File: src/rtl/commit_pkg.sv
// commit_pkg
//   Shared retire-record definitions for the commit trace path. Difftest and
//   trace tooling decode records using this same packed layout.
//   Contents: field widths, retire_rec_t layout, make_rec() helper that
//   applies the write-enable/rd/data normalisation on capture.
package commit_pkg;

   localparam int unsigned PC_W    = 32;
   localparam int unsigned INSTR_W = 32;
   localparam int unsigned RD_W    = 5;
   localparam int unsigned DATA_W  = 32;

   typedef struct packed {
      logic [PC_W-1:0]    pc;
      logic [INSTR_W-1:0] instr;
      logic [PC_W-1:0]    pre_pc;
      logic               wen;
      logic [RD_W-1:0]    rd;
      logic [DATA_W-1:0]  data;
   } retire_rec_t;

   localparam int unsigned REC_W = $bits(retire_rec_t);

   // Writes to x0 are not architectural writes; rd/data are zeroed whenever
   // the record does not write a register so that traces compare cleanly.
   function automatic retire_rec_t make_rec(
      input logic [PC_W-1:0]    pc,
      input logic [INSTR_W-1:0] instr,
      input logic [PC_W-1:0]    pre_pc,
      input logic               wb_wen,
      input logic [RD_W-1:0]    wb_rd,
      input logic [DATA_W-1:0]  wb_data
   );
      retire_rec_t r;
      r.pc     = pc;
      r.instr  = instr;
      r.pre_pc = pre_pc;
      r.wen    = wb_wen & (wb_rd != '0);
      r.rd     = r.wen ? wb_rd : '0;
      r.data   = r.wen ? wb_data : '0;
      return r;
   endfunction

endpackage

File: src/rtl/commit_trace_mem.sv
// commit_trace_mem
//   DEPTH x W register array for the commit trace FIFO.
//   Single synchronous write port, combinational read port, all entries
//   cleared by asynchronous active-high reset.
//   Ports:
//     clk, rst          clock, async active-high reset
//     wr_en/wr_addr/wr_data   write port
//     rd_addr/rd_data         combinational read port
module commit_trace_mem
   import commit_pkg::*;
#(
   parameter int unsigned DEPTH = 8,
   parameter int unsigned W     = REC_W,
   localparam int unsigned AW   = $clog2(DEPTH)
) (
   input  logic          clk,
   input  logic          rst,
   input  logic          wr_en,
   input  logic [AW-1:0] wr_addr,
   input  logic [W-1:0]  wr_data,
   input  logic [AW-1:0] rd_addr,
   output logic [W-1:0]  rd_data
);

   logic [W-1:0] mem_q [DEPTH];
   logic [W-1:0] mem_d [DEPTH];

   always_comb begin
      mem_d = mem_q;
      if (wr_en) begin
         mem_d[wr_addr] = wr_data;
      end
   end

   always_ff @(posedge clk or posedge rst) begin
      if (rst) begin
         for (int unsigned i = 0; i < DEPTH; i++) begin
            mem_q[i] <= '0;
         end
      end else begin
         mem_q <= mem_d;
      end
   end

   assign rd_data = mem_q[rd_addr];

endmodule

File: src/rtl/commit_trace_fifo.sv
// commit_trace_fifo
//   Captures one retire record per commit from the W stage and buffers it in
//   a first-word-fall-through FIFO drained by a trace/difftest reader over a
//   valid/ready handshake. Keeps a free-running retired counter (used as the
//   record sequence number) and a sticky overflow flag for dropped records.
//   Ports:
//     clk, rst                        clock, async active-high reset
//     regW_i_*, wb_i_valD             commit-side record inputs
//     trace_i_ready, trace_i_clr_ovf  reader handshake / overflow clear
//     trace_o_valid + head fields     FWFT head record
//     trace_o_count                   occupancy
//     trace_o_retired                 commits since reset
//     trace_o_overflow                sticky drop indicator
//   Build option: COMMIT_TRACE_STALL_EN adds registered output trace_o_stall,
//   high when next-cycle occupancy >= DEPTH-2. Without it the block is lossy
//   under backpressure.
module commit_trace_fifo
   import commit_pkg::*;
#(
   parameter int unsigned DEPTH = 8,
   parameter int unsigned SEQ_W = 32
) (
   input  logic                     clk,
   input  logic                     rst,
   input  logic                     regW_i_commit,
   input  logic [PC_W-1:0]          regW_i_pc,
   input  logic [INSTR_W-1:0]       regW_i_instr,
   input  logic [PC_W-1:0]          regW_i_pre_pc,
   input  logic                     regW_i_wb_reg_wen,
   input  logic [RD_W-1:0]          regW_i_wb_rd,
   input  logic [DATA_W-1:0]        wb_i_valD,
   input  logic                     trace_i_ready,
   input  logic                     trace_i_clr_ovf,
   output logic                     trace_o_valid,
   output logic [PC_W-1:0]          trace_o_pc,
   output logic [INSTR_W-1:0]       trace_o_instr,
   output logic [PC_W-1:0]          trace_o_pre_pc,
   output logic                     trace_o_wen,
   output logic [RD_W-1:0]          trace_o_rd,
   output logic [DATA_W-1:0]        trace_o_data,
   output logic [SEQ_W-1:0]         trace_o_seq,
   output logic [$clog2(DEPTH):0]   trace_o_count,
   output logic [SEQ_W-1:0]         trace_o_retired,
   output logic                     trace_o_overflow
`ifdef COMMIT_TRACE_STALL_EN
  ,output logic                     trace_o_stall
`endif
);

   localparam int unsigned AW    = $clog2(DEPTH);
   localparam int unsigned PW    = AW + 1;
   localparam int unsigned ENT_W = SEQ_W + REC_W;

   logic [PW-1:0]    wptr_q, wptr_d;
   logic [PW-1:0]    rptr_q, rptr_d;
   logic [SEQ_W-1:0] retired_q, retired_d;
   logic             ovf_q, ovf_d;

   logic             empty, full, pop, push, drop;
   logic [ENT_W-1:0] wr_entry, rd_entry;
   retire_rec_t      head_rec;

   always_comb begin
      empty = (wptr_q == rptr_q);
      full  = (wptr_q[AW] != rptr_q[AW]) && (wptr_q[AW-1:0] == rptr_q[AW-1:0]);
      pop   = !empty && trace_i_ready;
      // A same-cycle pop frees the slot, so a commit into a full FIFO is only
      // lost when the reader is not draining.
      push  = regW_i_commit && (!full || pop);
      drop  = regW_i_commit && full && !pop;

      wptr_d    = wptr_q + PW'(push);
      rptr_d    = rptr_q + PW'(pop);
      retired_d = retired_q + SEQ_W'(regW_i_commit);

      ovf_d = ovf_q;
      if (drop) begin
         ovf_d = 1'b1;
      end else if (trace_i_clr_ovf) begin
         ovf_d = 1'b0;
      end

      wr_entry = {retired_q, make_rec(regW_i_pc, regW_i_instr, regW_i_pre_pc,
                                      regW_i_wb_reg_wen, regW_i_wb_rd, wb_i_valD)};
   end

   always_ff @(posedge clk or posedge rst) begin
      if (rst) begin
         wptr_q    <= '0;
         rptr_q    <= '0;
         retired_q <= '0;
         ovf_q     <= 1'b0;
      end else begin
         wptr_q    <= wptr_d;
         rptr_q    <= rptr_d;
         retired_q <= retired_d;
         ovf_q     <= ovf_d;
      end
   end

   commit_trace_mem #(
      .DEPTH (DEPTH),
      .W     (ENT_W)
   ) u_mem (
      .clk     (clk),
      .rst     (rst),
      .wr_en   (push),
      .wr_addr (wptr_q[AW-1:0]),
      .wr_data (wr_entry),
      .rd_addr (rptr_q[AW-1:0]),
      .rd_data (rd_entry)
   );

   assign head_rec         = rd_entry[REC_W-1:0];
   assign trace_o_seq      = rd_entry[ENT_W-1:REC_W];
   assign trace_o_pc       = head_rec.pc;
   assign trace_o_instr    = head_rec.instr;
   assign trace_o_pre_pc   = head_rec.pre_pc;
   assign trace_o_wen      = head_rec.wen;
   assign trace_o_rd       = head_rec.rd;
   assign trace_o_data     = head_rec.data;
   assign trace_o_valid    = !empty;
   assign trace_o_count    = wptr_q - rptr_q;
   assign trace_o_retired  = retired_q;
   assign trace_o_overflow = ovf_q;

`ifdef COMMIT_TRACE_STALL_EN
   logic          stall_q, stall_d;
   logic [PW-1:0] occ_next;

   // Registered from next-cycle occupancy so the pipeline sees the request
   // while two slots of headroom remain.
   always_comb begin
      occ_next = wptr_d - rptr_d;
      stall_d  = (occ_next >= PW'(DEPTH - 2));
   end

   always_ff @(posedge clk or posedge rst) begin
      if (rst) begin
         stall_q <= 1'b0;
      end else begin
         stall_q <= stall_d;
      end
   end

   assign trace_o_stall = stall_q;
`else
   // Lossy build: no backpressure output; drops are reported via overflow.
`endif

endmodule

File: config.mk
export PLATFORM = sky130hd
export DESIGN_NAME = commit_trace_fifo
export DESIGN_NICKNAME = d
export VERILOG_FILES = /design/src/rtl/commit_pkg.sv /design/src/rtl/commit_trace_mem.sv /design/src/rtl/commit_trace_fifo.sv
export SDC_FILE = /design/constraint.sdc
export NUM_CORES = 2
export LEC_CHECK = 0
export CORE_MARGIN = 3
export CORE_UTILIZATION = 60
export CTS_CLUSTER_DIAMETER = 80
export CTS_CLUSTER_SIZE = 24
export DETAILED_ROUTE_END_ITERATION = 7
export PLACE_DENSITY = 0.81
export SKIP_LAST_GASP = 1
export SLEW_MARGIN = 20
export SYNTH_ARGS = -nofsm -noshare
export SYNTH_HDL_FRONTEND = slang
export SYNTH_SLANG_ARGS = --single-unit
File: constraint.sdc
create_clock -name clk -period 69 [get_ports clk]
set_input_delay 17.25 -clock clk [delete_from_list [all_inputs] [get_ports clk]]
set_output_delay 17.25 -clock clk [all_outputs]
set_load 0.02 [all_outputs]
== Word level (Yosys, flattened, before mapping) ==
Index checks and enable logic that the tools add are counted.

* Eq/ne operators: 3
* Add/sub/neg operators: 4
* Multiplexer cells: 10
* Bitwise gates (word level): 3
* Reductions and logical operators: 12
* Magnitude comparators: 3

{| class="wikitable"
|+ Operator list
! cell !! number
|-
| $bwmux W1328 || 1
|-
| $bmux W166 S3 || 1
|-
| $demux W166 S3 || 1
|-
| $mux W166 || 3
|-
| $add A32 B1 Y32 || 1
|-
| $mux W32 || 1
|-
| $add A4 B1 Y4 || 2
|-
| $ge A4 B4 Y1 const B || 2
|-
| $not A3 Y4 || 2
|-
| $logic_and A1 B1 Y1 || 6
|-
| $mux W5 || 1
|-
| $reduce_bool A5 Y1 || 1
|-
| $eq A4 B4 Y1 || 1
|-
| $lt A4 B1 Y1 const B || 1
|-
| $sub A4 B4 Y4 || 1
|-
| $eq A3 B3 Y1 || 1
|-
| $logic_not A1 Y1 || 3
|-
| $mux W1 || 2
|-
| $reduce_bool A2 Y1 || 1
|-
| $and A1 B1 Y1 || 1
|-
| $logic_or A1 B1 Y1 || 1
|-
| $ne A1 B1 Y1 || 1
|}

* Bits of input ports: 139
* Output and inout port bits: 204
* Word-level logic and storage cells: 47
* Register bits after elaboration: 1369

== Logic depth before layout (Yosys ltp) ==
* Depth in word-level cells: 6
* Depth in mapped cells: 12
* Gate-level depth less buffers: 8

== Hierarchy ==
From an unflattened synthesis, not the netlist that was laid out.

* Cells, all modules: 3641
* Area, all modules: 61664.1 µm²

{| class="wikitable"
|+ By module, submodules not included
! module !! area an instance (µm²) !! seq. area each (µm²) !! cells an instance !! instances
|-
| commit_trace_mem || 59146.7 || 33231.9 || 3402 || 1
|-
| commit_trace_fifo || 2517.4 || 1026.0 || 239 || 1
|}

== Worst setup path before layout ==
No wires, ideal clock.

* Path type: flip-flop to output port
* Start: register rptr_q[1]
* End: output port trace_o_count[3]
* Required time: 51.750 ns
* Slack: 49.534 ns
* Arrival time: 2.216 ns
* Buffers on the path: 3
* Stages on the path, launching flop included: 9
* Cells stage by stage: dfrtp_1 buf_2 buf_1 clkbuf_1 inv_1 ha_1 a21o_1 a21oi_1 xnor2_1

* Cells in the longest elaborated chain, start to end: 1

{| class="wikitable"
|+ Ends and longest elaborated chain
! item !! line !! text
|-
| from (decl) || commit_trace_fifo.sv:55 || <nowiki>logic [PW-1:0] rptr_q, rptr_d;</nowiki>
|-
| from (signal assigned) || commit_trace_fifo.sv:95 || <nowiki>rptr_q <= rptr_d;</nowiki>
|-
| $sub A4 B4 Y4 || commit_trace_fifo.sv:123 || <nowiki>assign trace_o_count = wptr_q - rptr_q;</nowiki>
|-
| to (decl) || commit_trace_fifo.sv:42 || <nowiki>output logic [$clog2(DEPTH):0] trace_o_count,</nowiki>
|}

No other way between the ends.

==> flow_metrics.env <==
export IMPL_drtIter0Drc=2589
export IMPL_cts_tree="yes"
export IMPL_tightestPinTransition_ps=1159
export IMPL_chipWidth_um=324.1
export IMPL_grt_first_pass_wirelength_um=216400
export IMPL_finalCritPeriodShare_pct=33.15
export IMPL_drc_errors=0
export IMPL_cts_root_buf="clkbuf_16"
export IMPL_place_congestion=0.7528
export IMPL_worstHoldStart="u_mem.mem_q[665]"
export IMPL_syn_avg_cell_area_um2=13.80
export IMPL_drive_gt1_share_pct=27.19
export IMPL_setup_tns_ps=0
export IMPL_grt_pass1_vias=37934
export IMPL_critPathLaunch="rst"
export IMPL_synth_distinct_cells=37
export IMPL_synth_seq_cells=1369
export IMPL_crit_buf_inv=8
export IMPL_ys_seq_area_share_pct=56.42
export IMPL_clk_path_buf_depth=3
export IMPL_relSlewSlack_pct=22.75
export IMPL_via_per_inst=6.047
export IMPL_r2r_slack_ps=63630
export IMPL_rows=116
export IMPL_setup_viol=0
export IMPL_dp_hpwl_um=77540
export IMPL_nFillCells=7220
export IMPL_cpPeakStageDelay_ps=880
export IMPL_fp_dieH_um=324.1
export IMPL_whs_ps=482.1
export IMPL_firstDrtPassIters=5
export IMPL_ant_nets=0
export IMPL_reg2reg_to="u_mem.mem_q[966]"
export IMPL_initial_core_util_pct=60.54
export IMPL_hold_class="reg2reg"
export IMPL_worstSetupStartpointType="input pin"
export IMPL_syn_inst=4399
export IMPL_clkSlewWorstSetupHoldPaths_ps=90
export IMPL_gr_total_overflow=0
export IMPL_status="completed"
export IMPL_mostFrequentLayoutCells="dfrtp_1 (1,366), nand2_1 (883), mux2_2 (755)"
export IMPL_rr_worst_depth=7
export IMPL_netlist_area_um2=60720
export IMPL_fin_nets=4654
export IMPL_path_delay_family="buffers and inverters"
export IMPL_wl_per_cell_um=23.36
export IMPL_post_cts_resize_count=0
export IMPL_synth_warnings=0
export IMPL_crit_path_cell_trace="clkdlybuf4s50_1 > inv_8 > buf_4 > buf_4 > buf_4 > buf_4 > buf_4 > buf_4"
export IMPL_vias=35589
export IMPL_synth_top_family_by_area="multiplexers"
export IMPL_ir_drop_mv=0.03912
export IMPL_clock_sinks=1369
export IMPL_core_um2=100300
export IMPL_synth_adder_area_share_pct=0.2184
export IMPL_io_pins=343
export IMPL_fmax_mhz=43.72
export IMPL_cpMostUsedCell="buf_4"
export IMPL_worstPathArrival_ps=23530
export IMPL_fin_skew_ps=26.74
export IMPL_worstSkewPairLatency_ps=650
export IMPL_cp_num_cells=8
export IMPL_synth_ff_type="dfrtp_1"
export IMPL_syn_num_nets=4548
export IMPL_required_ps=69660
export IMPL_leakagePower_uw=0.02971
export IMPL_post_cts_setup_buffers=0
export IMPL_io_buffers=342
export IMPL_grt_total_usage_pct=26.59
export IMPL_antenna_found_initial=13
export IMPL_ctsHoldBuffers=0
export IMPL_synth_compound_area_share_pct=2.943
export IMPL_crit_end="u_mem.mem_q[1012]"
export IMPL_critPathCaptureType="async pin"
export IMPL_htree_levels=3
export IMPL_placed_cells=5792
export IMPL_cp_max_fo=114
export IMPL_yosys_area_share_simple_pct=6.017
export IMPL_die_area_um2=105100
export IMPL_hold_viol=0
export IMPL_synthMuxAreaShare_pct=30.71
export IMPL_rsz0062_at_grt="false"
export IMPL_wl_um=137500
export IMPL_cap_violations=0
export IMPL_final_common_cell="dfrtp_1"
export IMPL_synth_xor_area_share_pct=0.5461
export IMPL_slew_viol_final=0
export IMPL_async_flop_share_pct=100.0
export IMPL_criticalPathCategory="in2async"
export IMPL_numCtsBuffers=68
export IMPL_fin_cells=5885
export IMPL_synth_edf_count=0
export IMPL_period_minus_slack_ps=22870
export IMPL_p_per_area_nw_per_um2=47.08
export IMPL_synthToLayoutAreaGrowth_pct=9.442
export IMPL_r2r_start="rptr_q[2]"
export IMPL_grt_start_max_net_pins=182
export IMPL_cp_slowest_cell="buf_4"
-- cell families (layout without fill, tap and decap cells) --
kind of cell / after synthesis / after routing
AO/OA/AOI/OAI: 350 / 350
XOR/XNOR: 37 / 37
other: 0 / 8
multiplexers: 1324 / 1324
flip-flops: 1369 / 1369
AND/OR/NAND/NOR: 936 / 936
buffers and inverters: 373 / 494
adder cells (fa/ha/maj): 10 / 10
-- cells in the mapped netlist (8+ instances only) --
library cell,instances,area [um^2]
dfrtp_1,1369,34260
nand2_1,883,3314
mux2_2,755,8502
o21ai_0,338,1692
mux4_2,332,7477
mux2_1,237,2669
buf_2,139,695.7
clkbuf_1,112,420.4
buf_4,77,578.1
buf_1,24,90.09
xor2_1,22,192.7
xnor2_1,14,122.6
inv_1,11,41.29
ha_1,9,112.6
nand3_1,9,45.04
nor4_1,8,50.05
-- worst min path at each step --
stage | to | slack, ps | cells after the start
detailed placement | u_mem.mem_q[178] | 460 | 2
floorplan | u_mem.mem_q[166] | 440 | 2
finish | u_mem.mem_q[665] | 480 | 2
CTS | u_mem.mem_q[178] | 490 | 2
global placement | u_mem.mem_q[197] | 460 | 2
global route | u_mem.mem_q[673] | 500 | 2
-- power by group --
| part | internal, uW | total [uW] | switching [uW] |
|---|---|---|---|
| clock | 193 | 444 | 252 |
| combinational | 711 | 1370 | 663 |
| sequential | 1130 | 1310 | 183 |
-- worst reg2reg max path, cell delays in order, from the launching register on --
cell	delay [ps]
dfrtp_4	970
inv_8	500
ha_1	610
nand4b_4	240
o211ai_1	890
buf_12	730
buf_4	850
mux2_2	470
-- final cells by class --
| class | count | area (um^2) | area share, % |
|---|---|---|---|
| multi-input combinational | 2657 | 24570 | 36.98 |
| inverter | 15 | 71.32 | 0.1073 |
| clock buffer | 78 | 1813 | 2.728 |
| clock inverter | 7 | 82.58 | 0.1243 |
| antenna | 8 | 20.02 | 0.03013 |
| tap | 1357 | 1698 | 2.555 |
| timing repair buffer | 394 | 3926 | 5.909 |
| sequential | 1369 | 34270 | 51.57 |
-- metrics by stage --
step                worst slack, ps  power [uW]  util [%]  cell area, um^2
floorplan                     13150        2259         -            60720
detailed placement            45160        2707     64.35            64540
CTS                           45870        3157     66.24            66430
global route                  45130        3318     66.25            66440
global placement              45250        2652     64.35            64540
finish                        46130        3129     66.26            66450
-- registers in the layout, summed over array words and instances (netlist names) --
signal            count
u_mem.mem_q        1328
trace_o_retired      32
rptr_q                4
wptr_q                4
trace_o_overflow      1
-- routing by layer --
metal  global-route usage, %  vias up  share of wire (%)
met4                   7.431        8                2.5
met1                   35.08    18997                 42
met2                   44.89      726                 50
met5                       0        -              0.044
met3                   5.983      166                6.1
li1                        -    15692                  -
No activity file was read; power rests on OpenSTA's default activity.
